==> config.mk <==
export PLATFORM = sky130hd
export DESIGN_NAME = latch16_feed
export DESIGN_NICKNAME = d
export VERILOG_FILES = /design/src/rtl/latch16_feed.sv
export SDC_FILE = /design/constraint.sdc
export NUM_CORES = 1
export LEC_CHECK = 0
export CAP_MARGIN = 15
export CORE_ASPECT_RATIO = 0.7
export CORE_MARGIN = 2
export CORE_UTILIZATION = 47
export CTS_CLUSTER_DIAMETER = 50
export CTS_CLUSTER_SIZE = 12
export DETAILED_ROUTE_END_ITERATION = 8
export GPL_TIMING_DRIVEN = 0
export PLACE_DENSITY_LB_ADDON = 0.12
export SKIP_LAST_GASP = 1
export SLEW_MARGIN = 20
export SYNTH_ARGS = -nofsm -noshare
export SYNTH_HDL_FRONTEND = slang
export SYNTH_SLANG_ARGS = --single-unit
==> constraint.sdc <==
create_clock -name clk_sys -period 1.93 [get_ports clk_sys]
set_clock_uncertainty 0.1 [all_clocks]
set_input_delay 0.386 -clock clk_sys [delete_from_list [all_inputs] [get_ports clk_sys]]
set_output_delay 0.386 -clock clk_sys [all_outputs]
set_load 0.05 [all_outputs]
==> src/rtl/latch16_feed.sv <==
// Feeds a 16-bit transparent latch: accepts a word over valid/ready, opens the latch
// enable for OPEN_CYC cycles, then holds data for HOLD_CYC cycles after it closes.
//
// state   | meaning
// INIT    | idle, first cycle after reset release; not yet ready
// IDLE    | waiting for a word or a clear request
// OPEN    | lat_c high, latch transparent, lat_d frozen
// HOLD    | lat_c low, lat_d still frozen for hold time
module latch16_feed #(
  parameter int OPEN_CYC = 2,
  parameter int HOLD_CYC = 1,
  parameter int CNT_W    = 8
) (
  input  logic             clk_sys,
  input  logic             rst_n,
  input  logic [0:15]      in_data,
  input  logic             in_valid,
  output logic             in_ready,
  input  logic             clr,
  output logic [0:15]      lat_d,
  output logic             lat_c,
  output logic             busy,
  output logic [0:15]      shadow,
  output logic [CNT_W-1:0] wcnt
);

  if (OPEN_CYC < 1 || OPEN_CYC > 15) begin : g_bad_open
    $error("latch16_feed: OPEN_CYC must be in 1..15");
  end
  if (HOLD_CYC < 1 || HOLD_CYC > 15) begin : g_bad_hold
    $error("latch16_feed: HOLD_CYC must be in 1..15");
  end
  if (CNT_W < 1) begin : g_bad_cnt
    $error("latch16_feed: CNT_W must be at least 1");
  end

  localparam logic [3:0] OPEN_T = 4'(OPEN_CYC - 1);
  localparam logic [3:0] HOLD_T = 4'(HOLD_CYC - 1);

  typedef enum logic [1:0] {
    ST_INIT = 2'd0,
    ST_IDLE = 2'd1,
    ST_OPEN = 2'd2,
    ST_HOLD = 2'd3
  } state_t;

  state_t           state_q, state_nxt;
  logic [3:0]       tmr_q, tmr_nxt;
  logic [0:15]      lat_d_q, lat_d_nxt;
  logic             lat_c_q;
  logic [0:15]      shadow_q;
  logic [CNT_W-1:0] wcnt_q;
  logic             done;

  always_comb begin
    state_nxt = state_q;
    tmr_nxt   = tmr_q;
    lat_d_nxt = lat_d_q;
    done      = 1'b0;
    case (state_q)
      ST_INIT: state_nxt = ST_IDLE;
      ST_IDLE: begin
        if (clr) begin
          lat_d_nxt = '0;
          tmr_nxt   = OPEN_T;
          state_nxt = ST_OPEN;
        end else if (in_valid) begin
          lat_d_nxt = in_data;
          tmr_nxt   = OPEN_T;
          state_nxt = ST_OPEN;
        end
      end
      ST_OPEN: begin
        if (tmr_q == 4'd0) begin
          tmr_nxt   = HOLD_T;
          state_nxt = ST_HOLD;
        end else begin
          tmr_nxt = tmr_q - 4'd1;
        end
      end
      ST_HOLD: begin
        if (tmr_q == 4'd0) begin
          done      = 1'b1;
          state_nxt = ST_IDLE;
        end else begin
          tmr_nxt = tmr_q - 4'd1;
        end
      end
      default: state_nxt = ST_IDLE;
    endcase
  end

  // lat_c gets its own flop so the latch enable is glitch-free, not a state decode
  always_ff @(posedge clk_sys or negedge rst_n) begin
    if (!rst_n) begin
      state_q  <= ST_INIT;
      tmr_q    <= '0;
      lat_d_q  <= '0;
      lat_c_q  <= 1'b0;
      shadow_q <= '0;
      wcnt_q   <= '0;
    end else begin
      state_q <= state_nxt;
      tmr_q   <= tmr_nxt;
      lat_d_q <= lat_d_nxt;
      lat_c_q <= (state_nxt == ST_OPEN);
      if (done) begin
        shadow_q <= lat_d_q;
        wcnt_q   <= wcnt_q + 1'b1;
      end
    end
  end

  assign in_ready = (state_q == ST_IDLE) && !clr;
  assign busy     = (state_q == ST_OPEN) || (state_q == ST_HOLD);
  assign lat_d    = lat_d_q;
  assign lat_c    = lat_c_q;
  assign shadow   = shadow_q;
  assign wcnt     = wcnt_q;

endmodule
== After elaboration in Yosys (flattened, before gate mapping) ==
Cells that the tools add are included.
Word-level totals
  output and inout port bits: 43
  flip-flop bits (word level): 47
  logic and storage cells: 37
  bits of input ports: 20
Operators by class
  reductions and logical operators: 9
  multiplexer cells: 14
  $add $sub $neg: 2
  equality and inequality tests: 6
Operators with widths (number)
  16-bit two-way mux: 2
  4-bit two-way mux: 4
  4-bit case mux with 3 select lines: 1
  8-bit by 1-bit adder with 8-bit output (second input constant): 1
  2-bit two-way mux: 4
  2-bit case mux with 4 select lines: 1
  2-bit == test (second input constant): 3
  4-bit zero test: 1
  4-bit by 1-bit subtractor with 4-bit output (second input constant): 1
  3-bit inequality test (second input constant): 1
  3-bit AND reduction: 1
  3-bit nonzero test: 1
  2-bit by 1-bit == test with 1-bit output (second input constant): 1
  2-bit zero test: 1
  1-bit two-way mux: 2
  2-bit inequality test (second input constant): 1
  2-bit AND reduction: 1
  2-bit nonzero test: 1
  1-bit logical AND: 1
  1-bit zero test: 1
  1-bit logical OR: 1

== Logic depth before layout (Yosys ltp) ==
Gate-level depths: netlist of run 1.
  word-level depth: 4
  gate-level depth with buffers: 7

== Worst setup path before layout of run 1 ==
Ideal clock, no wire load.
  kind: register to output
  start: reg state_q[1]
  end: out in_ready
  cell stages (with the launch flop): 5
  setup slack: -0.050 ns
  arrival time: 1.494 ns
  cell sequence: dfrtp_1 -> inv_1 -> ha_1 -> buf_6 -> nor2b_1
Between the ends
  cells in the longest elaborated chain, start to end: 2
Ends and longest elaborated chain
  from (decl): line 47  | state_t state_q, state_nxt;
  from (signal assigned): line 103  | state_q <= state_nxt;
  2-bit by 1-bit == test with 1-bit output: line 114  | assign in_ready = (state_q == ST_IDLE) && !clr;
  1-bit logical AND: line 114
  to (decl): line 18  | output logic in_ready,
No other way between the ends.

== Worst setup path in the final report of run 1 ==
  start: reg state_q[0]
  end: out busy
Between the ends
  cells in the longest elaborated chain, start to end: 2
Ends and longest elaborated chain
  2-bit == test: line 115  | assign busy = (state_q == ST_OPEN) || (state_q == ST_HOLD);
  1-bit logical OR (*): line 115
  to (decl): line 22  | output logic busy,
Every way passes the cells marked *; elsewhere a longest branch is shown, timed or not.

==> results.ini, run 1 <==
[outcome]
outcome=finished clean

[global_route]
grt_overflow=0
grt_pass1_vias=1658
grt_max_degree=31
grt_pass1_wl_mm=7.64
grtUsageTotal=0.193
antenna_found_initial=0

[setup_path]
arrival_ns=1.41
crit_path_frequent_cell=inv_1
criticalPathCategory=flip-flop to output port
path_cells=inv_1 -> ha_2 -> nor2_4 -> inv_1 -> clkbuf_4
worstPathRequired_ns=1.44
path_buf_inv=3
crit_fanout=5
startpoint_type=flip-flop
max_stage_delay_ns=0.45
crit_slowest_cell=dfrtp_2
critPathCaptureType=output port
crit_family=flip-flops

[routing]
postRouteAntennaNets=0
vias=1702
wire_per_inst_um=15.0
drc=0
routed_via_density=5.34
wl_mm=4.78
drtPass1Iterations=4
drtIter0Drc=74

[flow_run]
max_cap_viol_count=0

[synthesis]
ys.flop_type=dfrtp_1
syn-instance-count=188
ys.warnings.count=0
synth_async_sr_flop_share=1.00
synth_area_um2=2200
synth_area_per_cell_um2=11.7
synth.net_count=216
ys_seq_area_frac=0.536
synth_seq_cells=47
synth_edf_count=0
synth.distinct_cells=31

[sta]
slew_headroom=0.533
whs_ns=0.0336
fmax_ghz=0.528
setup_viol=0
worstMarginPinSlew_ns=0.701
final_hold_viol_count=0
min_period_ns=1.90
rsz0062_at_grt=yes
drv_slew=0
finalCritPeriodShare=0.982

[cts]
clock_sinks=47
path_clk_slew_ns=0.08
cts.htree.levels=2
cts_tree=built
root_buffer=clkbuf_8
clock_latency_ns=0.29
ctsHoldBuffers=0
cts_buffers=5
clockBufferDepth=2

[pwr]
p_leak_nw=1.53
power_density_nw_per_um2=1780
peakVddDrop_mv=1.05
power.total_w=0.00537

[floorplan]
io_pins=63
die_h_um=61.2
rows=20
coreArea_um2=4400
dieWidth_um=85.7
initial_core_util=0.499
dieArea_um2=5240

[finish]
antennaDiodeCount=0
drive_gt1_frac=0.155
fill_cells=355
area_growth_pct=37.6
fin_nets=292

[placement]
place.gp.congestion=0.789
hpwl_mm=3.40
numPortBuffers=60

[worst_hold_path]
hp-class=input port to asynchronous set/reset pin

-- power by group --
part | leakage (nW) | switching [W] | internal [W]
clock | 0.0470 | 0.000301 | 0.000281
combinational | 0.880 | 0.00207 | 0.00109
sequential | 0.604 | 0.000275 | 0.00136
-- synthesized netlist by cell type, types with 2 or more instances --
cell	instances	area share
a2bb2oi_1	16	0.064
buf_2	4	0.0091
buf_6	3	0.015
clkbuf_1	3	0.0051
dfrtp_1	47	0.54
ha_1	8	0.046
inv_1	21	0.036
mux2_1	15	0.077
mux2_2	2	0.010
nand2_1	7	0.012
nand4_1	2	0.0057
nor2_1	12	0.021
nor3_1	2	0.0046
nor3b_2	2	0.011
o21ai_0	5	0.011
o21ai_1	3	0.0068
o22ai_1	16	0.046
o31ai_1	2	0.0068
xnor2_1	3	0.012
xor2_1	4	0.016
-- cell type report --
type                       instances  area, um2  share of cell area
buffer                            11       72.6              0.0240
clock buffer                       6       82.6              0.0273
clock inverter                     1       5.00             0.00166
inverter                          21       78.8              0.0261
multi-input combinational        109        898               0.297
sequential                        47       1180               0.390
tap                               55       68.8              0.0228
timing repair buffer              69        638               0.211
-- stage by stage --
step	setup slack (ns)	utilization	setup TNS, ns	instance area [um2]	std cells
6_report	0.0346	0.686	0	3020	319
3_5_place_dp	-0.382	0.656	-0.696	2890	304
4_1_cts	-0.0865	0.668	-0.0865	2940	312
5_1_grt	-0.0461	0.686	-0.0748	3020	319
2_1_floorplan	0.197	-	0	2200	188
3_3_place_gp	-0.934	0.651	-44.52	2870	303
-- cell families after synthesis --
group | synth area share
flip-flops | 0.536
AO/OA/AOI/OAI | 0.146
buffers and inverters | 0.0689
AND/OR/NAND/NOR | 0.0883
multiplexers | 0.0872
adder cells (fa/ha/maj) | 0.0456
XOR/XNOR | 0.0279
-- path summary, 6_finish.rpt --
check                      slack (ns)        end       start  cells past startpoint
hold reg to reg                  0.37    wcnt[7]     wcnt[7]                      1
hold / removal                   0.03    wcnt[6]       rst_n                      1
min in group clk_sys             0.35  lat_d[13]         clr                      2
setup reg to reg                 0.12  shadow[5]  state_q[1]                      5
max in group asynchronous        1.17  lat_d[11]       rst_n                      2
setup / recovery                 0.03       busy  state_q[0]                      5
-- cell usage in the layout, fill, tap and decap left out, types with 3 or more instances in the layout --
cell type	instances
nor2_1	11
nand2_1	7
mux2_1	15
xnor2_1	3
dlygate4sd2_1	39
clkbuf_1	3
ha_1	5
clkdlybuf4s50_1	16
dfrtp_1	46
inv_1	20
clkbuf_8	6
buf_2	5
ha_2	3
a2bb2oi_1	16
o21ai_1	3
o21ai_0	5
o22ai_1	16
buf_6	4
buf_4	9
xor2_1	4
-- what timing repair did --
action	4_1_cts	5_1_grt
setup endpoints to repair	41	22
gates resized for setup	54	9
setup buffers	1	7
pin swaps	0	1
-- worst register-to-register path, delay by kind of cell, from the launching register on --
family / cells / cell delay [ns]
flip-flops: 1 / 0.41
multiplexers: 1 / 0.34
buffers and inverters: 2 / 0.34
adder cells (fa/ha/maj): 1 / 0.30
AND/OR/NAND/NOR: 1 / 0.21
-- state kept, by name, indices dropped and copies added, names as in the netlist --
| register | count |
|---|---|
| shadow | 16 |
| tmr_q | 4 |
| state_q | 2 |
| wcnt | 8 |
| lat_c | 1 |
| lat_d | 16 |
-- routing by layer --
layer / global-route usage / vias up / wire length (um) / share of wire
li1: - / 816 / - / -
met1: 0.263 / 836 / 2320 / 0.48
met2: 0.301 / 45 / 2140 / 0.45
met3: 0.0523 / 5 / 268 / 0.056
met4: 0.0726 / 0 / 50 / 0.010
met5: 0 / - / 0 / 0
(Power assumes the default switching activity.)
==> run 2: changes to the inputs <==
--- a/config.mk
+++ b/config.mk
@@ -5,6 +5,7 @@
 export SDC_FILE = /design/constraint.sdc
 export NUM_CORES = 1
 export LEC_CHECK = 0
+export ABC_AREA = 1
 export CAP_MARGIN = 15
 export CORE_ASPECT_RATIO = 0.7
 export CORE_MARGIN = 2
@@ -14,6 +15,7 @@
 export DETAILED_ROUTE_END_ITERATION = 8
 export GPL_TIMING_DRIVEN = 0
 export PLACE_DENSITY_LB_ADDON = 0.12
+export RECOVER_POWER = 50
 export SKIP_LAST_GASP = 1
 export SLEW_MARGIN = 20
 export SYNTH_ARGS = -nofsm -noshare
==> run 2 against run 1 <==
Against the previous run:
- hold slack improved by 0.29 ns
- critical endpoint is now in_ready
- sequential share of layout area shrank 0.50 points
- combinational power shrank 8.5%
- largest cell class unchanged
- sequential cell count did not move
==> results.ini, run 2 <==
[outcome]
outcome=finished clean

[placement]
numPortBuffers=61  ; +1.7%
place.gp.congestion=0.810  ; +2.5%
hpwl_mm=3.84  ; +13%

[synthesis]
syn-instance-count=257  ; +37%
ys.warnings.count=0  ; unchanged
synth_async_sr_flop_share=1.00  ; unchanged
synth-xor-area-share=0.0198  ; -0.00814
synth_top_family_by_area=simple AND/OR/NAND/NOR gates
synth_area_leaders=dfrtp_1, nand2_1, nand3_1
synth_area_um2=2210  ; +0.80%
netlist_top_cells_count=nand2_1, dfrtp_1, nand3_1
muxShareOfSynthArea=0  ; -0.0872
synth_top_area_cell=dfrtp_1
synth_compound_area_frac=0.0588  ; -0.0876
synth.distinct_cells=24  ; -23%
ys.flop_type=dfrtp_1
post-synth-top-count-cell=nand2_1
synth_top_area_share=0.531  ; -0.00424
synth_edf_count=0  ; unchanged
synth_fa_ha_area_frac=0.0452  ; -0.000361
synth.net_count=285  ; +32%
synth-simple-area-share=0.285  ; +0.197
synth_seq_cells=47  ; unchanged
ys_seq_area_frac=0.531  ; -0.00424
synth_area_per_cell_um2=8.61  ; -26%

[cts]
clock_latency_ns=0.30  ; about the same
cts_buffers=5  ; unchanged
path_clk_slew_ns=0.09  ; about the same
cts_tree=built
root_buffer=clkbuf_8
cts.htree.levels=2  ; unchanged
clockBufferDepth=2  ; unchanged
clock_sinks=47  ; unchanged

[setup_path]
critPathCaptureType=output port
path_cells=inv_2 -> ha_4 -> inv_2 -> nor2_4 -> buf_6 -> buf_8
arrival_ns=1.43  ; +0.02 ns
crit_slowest_cell=dfrtp_2
path_buf_inv=4  ; +1
worstPathRequired_ns=1.44  ; about the same
max_stage_delay_ns=0.43  ; -0.02 ns
crit_path_frequent_cell=inv_2
startpoint_type=flip-flop
criticalPathCategory=flip-flop to output port
crit_family=flip-flops
crit_fanout=8  ; +3

[pwr]
power.total_w=0.00512  ; -4.7%
p_leak_nw=1.72  ; +13%
power_density_nw_per_um2=1670  ; -6.0%
peakVddDrop_mv=0.906  ; -14%

[routing]
drc=0  ; unchanged
drtPass1Iterations=4  ; unchanged
wl_mm=5.36  ; +12%
drtIter0Drc=87  ; +18%
routed_via_density=4.98  ; -6.6%
vias=1953  ; +15%
postRouteAntennaNets=0  ; unchanged
wire_per_inst_um=13.7  ; -8.7%

[sta]
min_period_ns=1.91  ; +0.0180 ns
slew_headroom=0.400  ; -0.133
whs_ns=0.328  ; +0.295 ns
final_hold_viol_count=0  ; unchanged
fmax_ghz=0.523  ; -0.94%
finalCritPeriodShare=0.991  ; +0.00935
drv_slew=0  ; unchanged
setup_viol=0  ; unchanged
worstMarginPinSlew_ns=0.900  ; +0.199 ns
rsz0062_at_grt=yes

[floorplan]
rows=20  ; unchanged
initial_core_util=0.500  ; +0.00114
io_pins=63  ; unchanged
dieArea_um2=5280  ; +0.76%
coreArea_um2=4430  ; +0.57%
die_h_um=61.4  ; +0.38%
dieWidth_um=86.0  ; +0.38%

[finish]
mostFrequentLayoutCell=nand2_1
final_core_util=0.692  ; +0.00573
antennaDiodeCount=0  ; unchanged
drive_gt1_frac=0.131  ; -0.0247
area_growth_pct=38.4
fin_nets=364  ; +25%
layout_common_cells=nand2_1, dfrtp_1, dlygate4sd2_1, nand3_1, o21ai_0

[global_route]
grt_pass1_vias=1806  ; +8.9%
grt_max_degree=33  ; +6.5%
grtUsageTotal=0.213  ; +0.0206
grt_overflow=0  ; unchanged
grt_pass1_wl_mm=8.53  ; +12%
antenna_found_initial=0  ; unchanged

[worst_hold_path]
hp-class=input port to flip-flop

[flow_run]
max_cap_viol_count=0  ; unchanged

## run 2: stage by stage
| step | TNS, ns | cell area [um2] | std cells | worst slack, ns |
|---|---|---|---|---|
| finish | 0 | 3060 | 392 | 0.0165 |
| global route | -0.0514 | 3060 | 392 | -0.0477 |
| CTS | -0.189 | 2990 | 386 | -0.170 |
| detailed placement | -1.01 | 2910 | 374 | -0.744 |
| global placement | -44.88 | 2890 | 373 | -0.937 |
| floorplan | 0 | 2210 | 257 | 0.207 |
## run 2: area by class of cell
| type | instances | area, um2 |
|---|---|---|
| clock buffers | 6 | 72.6 |
| repair buffers | 72 | 661 |
| fillers | 386 | 1370 |
| plain buffers | 9 | 60.1 |
| inverters | 20 | 75.1 |
| clock inverters | 2 | 12.5 |
| multi-input cells | 181 | 936 |
| well taps | 55 | 68.8 |
| flip-flops and latches | 47 | 1180 |
## run 2: worst paths after layout
path,startpoint,to,slack (ns),cells past startpoint
worst max-delay path,state_q[1],in_ready,0.02,6
worst min-delay path,in_valid,lat_d[15],0.33,3
worst max register to register,state_q[0],tmr_q[3],0.38,7
worst min register to register,shadow[13],shadow[13],0.39,2
max in group asynchronous,rst_n,state_q[1],0.43,3
min in group asynchronous,rst_n,shadow[5],0.62,2
## run 2: logic make-up (layout without fill, tap and decap cells)
kind of cell               count (synthesis)  in the layout
AOI/OAI and AO/OA                         23             23
DFF                                       47             47
xor gates and xnor gates                   5              5
buffers and inverters                     29            109
adders and majority gates                  8              8
and+or+nand+nor                          145            145
## run 2: worst reg2reg max path, delay by kind of cell (launching register included)
kind          cells  cell delay (ns)
fa+ha+maj         1             0.18
buf+inv           2             0.34
flops             1             0.47
simple gates      4             0.36
## run 2: report_power, final
part           switching, W  internal [W]  leakage (nW)
Combinational       0.00203      0.000857          1.06
Sequential         0.000305       0.00134         0.626
Clock              0.000331      0.000254        0.0412
## run 2: repair_timing
item                       in CTS  in global routing
pin swaps                       1                  1
setup endpoints to repair      42                  3
buffers inserted                3                  6
hold endpoints to repair       15                  0
hold buffers                    1                  0
resized for setup              59                  9
## run 2: metal layers
layer,track usage,vias to the layer above,part of all wire
met5,0,-,0
met4,0.0703,0,0.0091
met3,0.0523,7,0.062
met2,0.330,58,0.43
met1,0.301,920,0.49
li1,-,968,-
